### config.mk
export PLATFORM = sky130hd
export DESIGN_NAME = seg_disp_arbiter_flat
export DESIGN_NICKNAME = d
export VERILOG_FILES = /design/src/rtl/seg_disp_arbiter_if.sv /design/src/rtl/seg_disp_arbiter.sv /design/src/flat_wrapper.sv
export SDC_FILE = /design/constraint.sdc
export NUM_CORES = 1
export LEC_CHECK = 0
export BUFFER_PORTS_ARGS = -buffer_cell sky130_fd_sc_hd__buf_4
export CAP_MARGIN = 10
export CORE_UTILIZATION = 50
export DETAILED_ROUTE_END_ITERATION = 6
export PLACE_DENSITY_LB_ADDON = 0.12
export SETUP_SLACK_MARGIN = 0.5
export SYNTH_ARGS = -nofsm -noshare
export SYNTH_HDL_FRONTEND = slang
export SYNTH_SLANG_ARGS = --single-unit
### constraint.sdc
create_clock -name clk -period 6.3 [get_ports clk]
set_input_delay 0.315 -clock clk [delete_from_list [all_inputs] [get_ports clk]]
set_output_delay 0.315 -clock clk [all_outputs]
set_load 0.02 [all_outputs]
### src/rtl/seg_disp_arbiter_if.sv
// Bus bundle between the debug-tap requesters and the seven-segment display arbiter.
// The lock input is present only when SEG_ARB_LOCK_EN is defined.
interface seg_disp_arbiter_if #(
  parameter int unsigned NUM_SRC = 4,
  parameter int unsigned DATA_W  = 20
);
  logic [NUM_SRC-1:0]        req;
  logic [NUM_SRC*DATA_W-1:0] data_in;
  logic [NUM_SRC-1:0]        grant;
  logic [DATA_W-1:0]         disp_data;
  logic [2:0]                disp_src;
  logic                      disp_update;
  logic                      disp_ovf;
  logic                      busy;
`ifdef SEG_ARB_LOCK_EN
  logic                      lock;

  modport master (
    output req, data_in, lock,
    input  grant, disp_data, disp_src, disp_update, disp_ovf, busy
  );
  modport slave (
    input  req, data_in, lock,
    output grant, disp_data, disp_src, disp_update, disp_ovf, busy
  );
`else
  modport master (
    output req, data_in,
    input  grant, disp_data, disp_src, disp_update, disp_ovf, busy
  );
  modport slave (
    input  req, data_in,
    output grant, disp_data, disp_src, disp_update, disp_ovf, busy
  );
`endif
endinterface

### src/rtl/seg_disp_arbiter.sv
// Round-robin time-slice arbiter sharing one 6-digit seven-segment driver between requesters.
// Define SEG_ARB_LOCK_EN to add a lock input that freezes the current dwell.
module seg_disp_arbiter #(
  parameter int unsigned NUM_SRC     = 4,
  parameter int unsigned DATA_W      = 20,
  parameter int unsigned HOLD_CYCLES = 50_000_000,
  parameter int unsigned DISP_MAX    = 999999
) (
  input logic              clk,
  input logic              resetn,
  seg_disp_arbiter_if.slave bus
);
  localparam int unsigned TIMER_W = (HOLD_CYCLES > 1) ? $clog2(HOLD_CYCLES) : 1;
  localparam int unsigned MAX_SRC = 8;
  localparam logic [DATA_W-1:0]  MAX_V      = DATA_W'(DISP_MAX);
  localparam logic [TIMER_W-1:0] TIMER_LOAD = TIMER_W'(HOLD_CYCLES - 1);

  typedef enum logic [1:0] {IDLE = 2'd0, HOLD = 2'd1, SWITCH = 2'd2} state_t;

  state_t               state_q, state_d;
  logic [TIMER_W-1:0]   timer_q, timer_d;
  logic [2:0]           last_q, last_d;
  logic [NUM_SRC-1:0]   grant_q, grant_d;
  logic [DATA_W-1:0]    data_q, data_d;
  logic [2:0]           src_q, src_d;
  logic                 upd_q, upd_d;
  logic                 ovf_q, ovf_d;
  logic                 busy_q;

  logic [DATA_W-1:0]    src_val [MAX_SRC];
  logic [MAX_SRC-1:0]   req_pad;
  logic [NUM_SRC-1:0]   rot;
  logic [3:0]           sel_off;
  logic [4:0]           sel_sum;
  logic [2:0]           sel_idx;
  logic                 sel_found;
  logic [DATA_W-1:0]    load_val;
  logic                 lock_on;

`ifdef SEG_ARB_LOCK_EN
  assign lock_on = bus.lock;
`else
  assign lock_on = 1'b0;
`endif

  // Pad sources to 8 entries so a 3-bit index is always in range.
  for (genvar g = 0; g < MAX_SRC; g++) begin : g_src
    if (g < NUM_SRC) begin : g_used
      assign src_val[g] = bus.data_in[g*DATA_W +: DATA_W];
    end else begin : g_pad
      assign src_val[g] = '0;
    end
  end
  assign req_pad = MAX_SRC'(bus.req);

  // Rotate requests so bit 0 is the source after last; lowest set bit wins.
  assign rot = NUM_SRC'({bus.req, bus.req} >> (4'(last_q) + 4'd1));

  always_comb begin
    sel_off = '0;
    for (int j = NUM_SRC - 1; j >= 0; j--) begin
      if (rot[j]) sel_off = 4'(j);
    end
    sel_found = |bus.req;
    sel_sum   = 5'(last_q) + 5'(sel_off) + 5'd1;
    sel_idx   = (sel_sum >= 5'(NUM_SRC)) ? 3'(sel_sum - 5'(NUM_SRC)) : 3'(sel_sum);
  end

  // State and output registers.
  always_ff @(posedge clk) begin
    if (!resetn) begin
      state_q <= IDLE;
      timer_q <= '0;
      last_q  <= 3'(NUM_SRC - 1);
      grant_q <= '0;
      data_q  <= '0;
      src_q   <= '0;
      upd_q   <= 1'b0;
      ovf_q   <= 1'b0;
      busy_q  <= 1'b0;
    end else begin
      state_q <= state_d;
      timer_q <= timer_d;
      last_q  <= last_d;
      grant_q <= grant_d;
      data_q  <= data_d;
      src_q   <= src_d;
      upd_q   <= upd_d;
      ovf_q   <= ovf_d;
      busy_q  <= (state_d != IDLE);
    end
  end

  // Next-state logic; a dropped request ends the slot even while locked.
  always_comb begin
    state_d = state_q;
    case (state_q)
      HOLD: begin
        if (!req_pad[src_q] || (timer_q == '0 && !lock_on)) state_d = SWITCH;
      end
      default: state_d = sel_found ? HOLD : IDLE;
    endcase
  end

  // Output/datapath next values.
  always_comb begin
    grant_d  = '0;
    data_d   = data_q;
    src_d    = src_q;
    upd_d    = 1'b0;
    ovf_d    = ovf_q;
    timer_d  = timer_q;
    last_d   = last_q;
    load_val = src_val[sel_idx];
    case (state_q)
      HOLD: begin
        load_val = src_val[src_q];
        data_d   = (load_val > MAX_V) ? MAX_V : load_val;
        ovf_d    = (load_val > MAX_V);
        if (state_d == HOLD) grant_d = grant_q;
        if (!lock_on && timer_q != '0) timer_d = timer_q - TIMER_W'(1);
      end
      default: begin
        if (sel_found) begin
          grant_d = NUM_SRC'(1) << sel_idx;
          data_d  = (load_val > MAX_V) ? MAX_V : load_val;
          ovf_d   = (load_val > MAX_V);
          src_d   = sel_idx;
          last_d  = sel_idx;
          timer_d = TIMER_LOAD;
          upd_d   = 1'b1;
        end
      end
    endcase
  end

  assign bus.grant       = grant_q;
  assign bus.disp_data   = data_q;
  assign bus.disp_src    = src_q;
  assign bus.disp_update = upd_q;
  assign bus.disp_ovf    = ovf_q;
  assign bus.busy        = busy_q;
endmodule

### src/flat_wrapper.sv
// flat-port wrapper written by rule: the top's interface ports become plain ports
module seg_disp_arbiter_flat 
#(
  parameter int unsigned NUM_SRC     = 4,
  parameter int unsigned DATA_W      = 20,
  parameter int unsigned HOLD_CYCLES = 50_000_000,
  parameter int unsigned DISP_MAX    = 999999
)
  (clk, resetn, bus_req, bus_data_in, bus_grant, bus_disp_data, bus_disp_src, bus_disp_update, bus_disp_ovf, bus_busy);
  seg_disp_arbiter_if #(.NUM_SRC(NUM_SRC), .DATA_W(DATA_W)) bus_i ();
  input logic clk;
  input logic resetn;
  input wire logic [$bits(bus_i.req)-1:0] bus_req;
  input wire logic [$bits(bus_i.data_in)-1:0] bus_data_in;
  output wire logic [$bits(bus_i.grant)-1:0] bus_grant;
  output wire logic [$bits(bus_i.disp_data)-1:0] bus_disp_data;
  output wire logic [$bits(bus_i.disp_src)-1:0] bus_disp_src;
  output wire logic [$bits(bus_i.disp_update)-1:0] bus_disp_update;
  output wire logic [$bits(bus_i.disp_ovf)-1:0] bus_disp_ovf;
  output wire logic [$bits(bus_i.busy)-1:0] bus_busy;
  assign bus_i.req = bus_req;
  assign bus_i.data_in = bus_data_in;
  assign bus_grant = bus_i.grant;
  assign bus_disp_data = bus_i.disp_data;
  assign bus_disp_src = bus_i.disp_src;
  assign bus_disp_update = bus_i.disp_update;
  assign bus_disp_ovf = bus_i.disp_ovf;
  assign bus_busy = bus_i.busy;
  seg_disp_arbiter #(.NUM_SRC(NUM_SRC), .DATA_W(DATA_W), .HOLD_CYCLES(HOLD_CYCLES), .DISP_MAX(DISP_MAX)) u_core (.clk(clk), .resetn(resetn), .bus(bus_i));
endmodule
==> results.yml <==
run_status:
  outcome: "finished clean"
synthesis:
  ys_types: 59
  synthAdderAreaFrac_pct: 1.410
  syn_inst: 423
  synth_compound_area_share_pct: 21.98
  yosys.area_share.simple_pct: 18.39
  synth_xor_area_share_pct: 0.4292
  synth_top_family_by_area: "multiplexers"
  synth_fp_nets: 513
  avgSynthCellArea_um2: 9.649
  synth_top_area_cell: "dfxtp_1"
  synth-edff-count: 0
  synthFlopType: "dfxtp_1"
  ys_seq_elements: 60
  yosys_warnings: 0
  synth_area_mm2: 0.004081
  async_flop_share_pct: 0
  yosysSeqAreaShare_pct: 29.43
  yosys-top-cells-area: "dfxtp_1 (29%), mux4_2 (23%), a21oi_1 (3.6%), nor3_1 (2.6%), nand2_1 (2.4%)"
  synthMuxAreaShare_pct: 23.36
  synth_top_area_share_pct: 29.43
timing:
  slew_viol_final: 0
  fmax_ghz: 0.2487
  layout_min_cycle_time_ps: 4021
  hold_ws_ps: 268.2
  setup_viol: 0
  rsz0062_at_grt: "false"
  finalWorstSetupSlack_ps: 2279
  worstMarginPinSlew_ps: 1066
  hold_violations: 0
  skew_ps: 7.285
  fin_setup_tns_ps: 0
  maxSlewHeadroom_pct: 28.91
  fin_crit_sh_pct: 63.83
drt:
  viasPerCell: 6.573
  top_layer: "met4"
  vias: 4115
  route.met3.wl_um: 704
  drt_iter0_drc: 330
  wl_met2_mm: 5.960
  routed_wl_mm: 11.71
  drc: 0
  first_pass_iters: 4
  m1WireLength_mm: 4.819
  final_antenna_net_count: 0
  wl_per_cell_um: 18.70
setup_path:
  setup.worst_path.end_class: "flip-flop"
  path_max_fanout: 24
  start_kind: "flip-flop"
  crit_cells: 12
  slowest_stage: "or4_1"
  timing.critical_path.buf_inv: 1
  critPathMaxStageDelay_ps: 650
  crit_arrival_ps: 4280
  r2r_cells: 12
  critPathTopFamily: "compound AO/OA/AOI/OAI gates"
  cp_data_required_time_ps: 6560
  crit_chain: "o21ai_0, and3_1, a311o_1, a32oi_1, ha_1, fa_1, buf_4, mux4_2, nor2_1, or4_1, a2111o_1, o211ai_1"
  critical_path_class: "flip-flop to flip-flop"
power_and_ir_drop:
  comb_power_share_pct: 58.8
  seqPwrFrac_pct: 24.2
  p_int_mw: 1.361
  power_frac_clock_pct: 16.9
  peakVddDrop_v: 0.0002289
  net-switching-power_mw: 0.9131
  powerDensity_mw_per_mm2: 438.5
  leakage_nw: 2.032
  sw_frac_of_total_pct: 40.16
final_layout:
  drive_above_1_share_pct: 35.31
  num-nets-final: 610
  stdcell_count: 626
  antenna_cells: 0
  final_util_pct: 66.41
  syn2layout_area_growth_pct: 27.04
place:
  gp_congestion: 0.8866
  dp_hpwl_mm: 8.565
  portBuffers: 115
  place_inst: 611
  dp_slack_ps: 2269
clock_network:
  cts_buffer_depth: 2
  cts.reportedPaths.clkPinSlew_ps: 70
  cts_tree: "built"
  cts_sinks: 60
  postCtsHoldBufs: 0
  numCtsBuffers: 9
  clk_latency_ps: 340
  post_cts_buffers: 0
  cts_root_buf: "clkbuf_8"
  ctsResizeCount: 0
  htree_levels: 3
floorplan:
  dieArea_mm2: 0.008529
  io_pins: 116
  num_rows: 32
  initial_core_util_pct: 52.28
  core-area_mm2: 0.007807
  die_width_um: 92.35
  die_y_um: 92.35
global_route:
  grt_pass1_vias: 3934
  track_usage_pct: 28.07
  grt_pass1_wl_mm: 18.93
  antenna_found_initial: 0
  grt_remaining_overflow: 0
  grt_max_degree: 46
worst_hold_path:
  hold_path_class: "input pin to flip-flop"
  min_path_cells: 2
run:
  drv_cap: 0
-- worst paths after layout --
kind         slack [ps]                                     to                                  start
max                2280   u_core.bus.disp_data[3]$_SDFFE_PN0P_    u_core.bus.disp_src[2]$_SDFFE_PN0P_
min                 270          u_core.last_q[0]$_SDFFE_PN1P_                                 resetn
max reg2reg        2280   u_core.bus.disp_data[3]$_SDFFE_PN0P_    u_core.bus.disp_src[2]$_SDFFE_PN0P_
min reg2reg         450  u_core.bus.disp_data[16]$_SDFFE_PN0P_  u_core.bus.disp_data[16]$_SDFFE_PN0P_
-- per-stage QoR --
stage | area [µm²] | total power [mW]
after floorplan | 4081 | 1.548
after global placement | 4970 | 1.867
after detailed placement | 4970 | 1.893
after CTS | 5185 | 2.277
after global routing | 5185 | 2.408
final | 5185 | 2.274
-- sequential cells by signal (all words and copies together), names as in the netlist --
| register | count |
|---|---|
| u_core.bus.busy | 1 |
| u_core.bus.disp_data | 20 |
| u_core.bus.disp_ovf | 1 |
| u_core.bus.disp_src | 3 |
| u_core.bus.disp_update | 1 |
| u_core.bus.grant | 4 |
| u_core.last_q | 2 |
| u_core.state_q | 2 |
| u_core.timer_q | 26 |
-- cell usage after synthesis, drive strengths merged, types with 4 or more instances --
library cell	n
a22oi	4
clkbuf	24
nand3	14
inv	11
nor2b	4
o21ai	14
a32oi	7
and2	4
mux4	41
o211ai	9
a21oi	29
o31ai	6
or4	11
a211oi	5
buf	13
dfxtp	60
nand2	26
nor4	9
nand4	7
nor3	21
and3	6
nor2	21
or3	10
a32o	8
a31oi	8
-- power groups by stage --
stage | registers (mW) | clock network [mW] | logic, mW
after floorplan | 0.630 | 0 | 0.918
after global placement | 0.553 | 0 | 1.31
after detailed placement | 0.556 | 0 | 1.34
after CTS | 0.550 | 0.387 | 1.34
after global routing | 0.563 | 0.404 | 1.44
final | 0.551 | 0.385 | 1.34
-- layout by cell type, fill, tap and decap left out, types with 4 or more instances in the layout --
cell type	netlist	routed
nor4_1	9	9
or4_1	9	9
nor3_1	21	21
nor2b_1	4	4
a31oi_1	8	8
inv_1	10	10
a22oi_1	4	4
nand2_1	26	26
mux4_2	41	41
or3_1	10	10
buf_4	2	123
o21ai_0	14	14
nor2_1	21	21
and2_1	4	4
nand3_1	14	14
o31ai_1	6	6
a211oi_1	5	5
a32oi_1	7	7
and3_1	6	6
a32o_1	8	8
a21oi_1	29	29
clkbuf_8	0	10
o211ai_1	9	9
nand4_1	7	7
dfxtp_1	60	60
-- layer usage --
layer  global-route usage [%]  vias to the layer above
met5                        0                        -
met4                    11.59                        0
met3                    4.516                       20
met2                    49.01                      175
met1                    34.32                     2005
li1                         -                     1915
-- worst register-to-register path: cells and delay by family, from the launching register on --
family,cells,cell delay [ps]
multiplexers,1,300
flip-flops,1,530
AO/OA/AOI/OAI,5,1370
adder cells (fa/ha/maj),2,620
buffers and inverters,1,250
AND/OR/NAND/NOR,3,890
-- layout make-up --
| type | instances | area, µm² |
|---|---|---|
| inverters | 11 | 41.29 |
| flip-flops and latches | 60 | 1201 |
| well taps | 102 | 127.6 |
| clock inverters | 4 | 73.82 |
| multi-input cells | 315 | 2676 |
| clock buffers | 11 | 141.4 |
| fillers | 665 | 2623 |
| repair buffers | 123 | 923.4 |
-- cells by family after synthesis --
group	Yosys count
AO/OA/AOI/OAI	124
XOR/XNOR	2
adder cells (fa/ha/maj)	4
buffers and inverters	48
flip-flops	60
multiplexers	44
AND/OR/NAND/NOR	141
No activity file was read; power rests on OpenSTA's default activity.
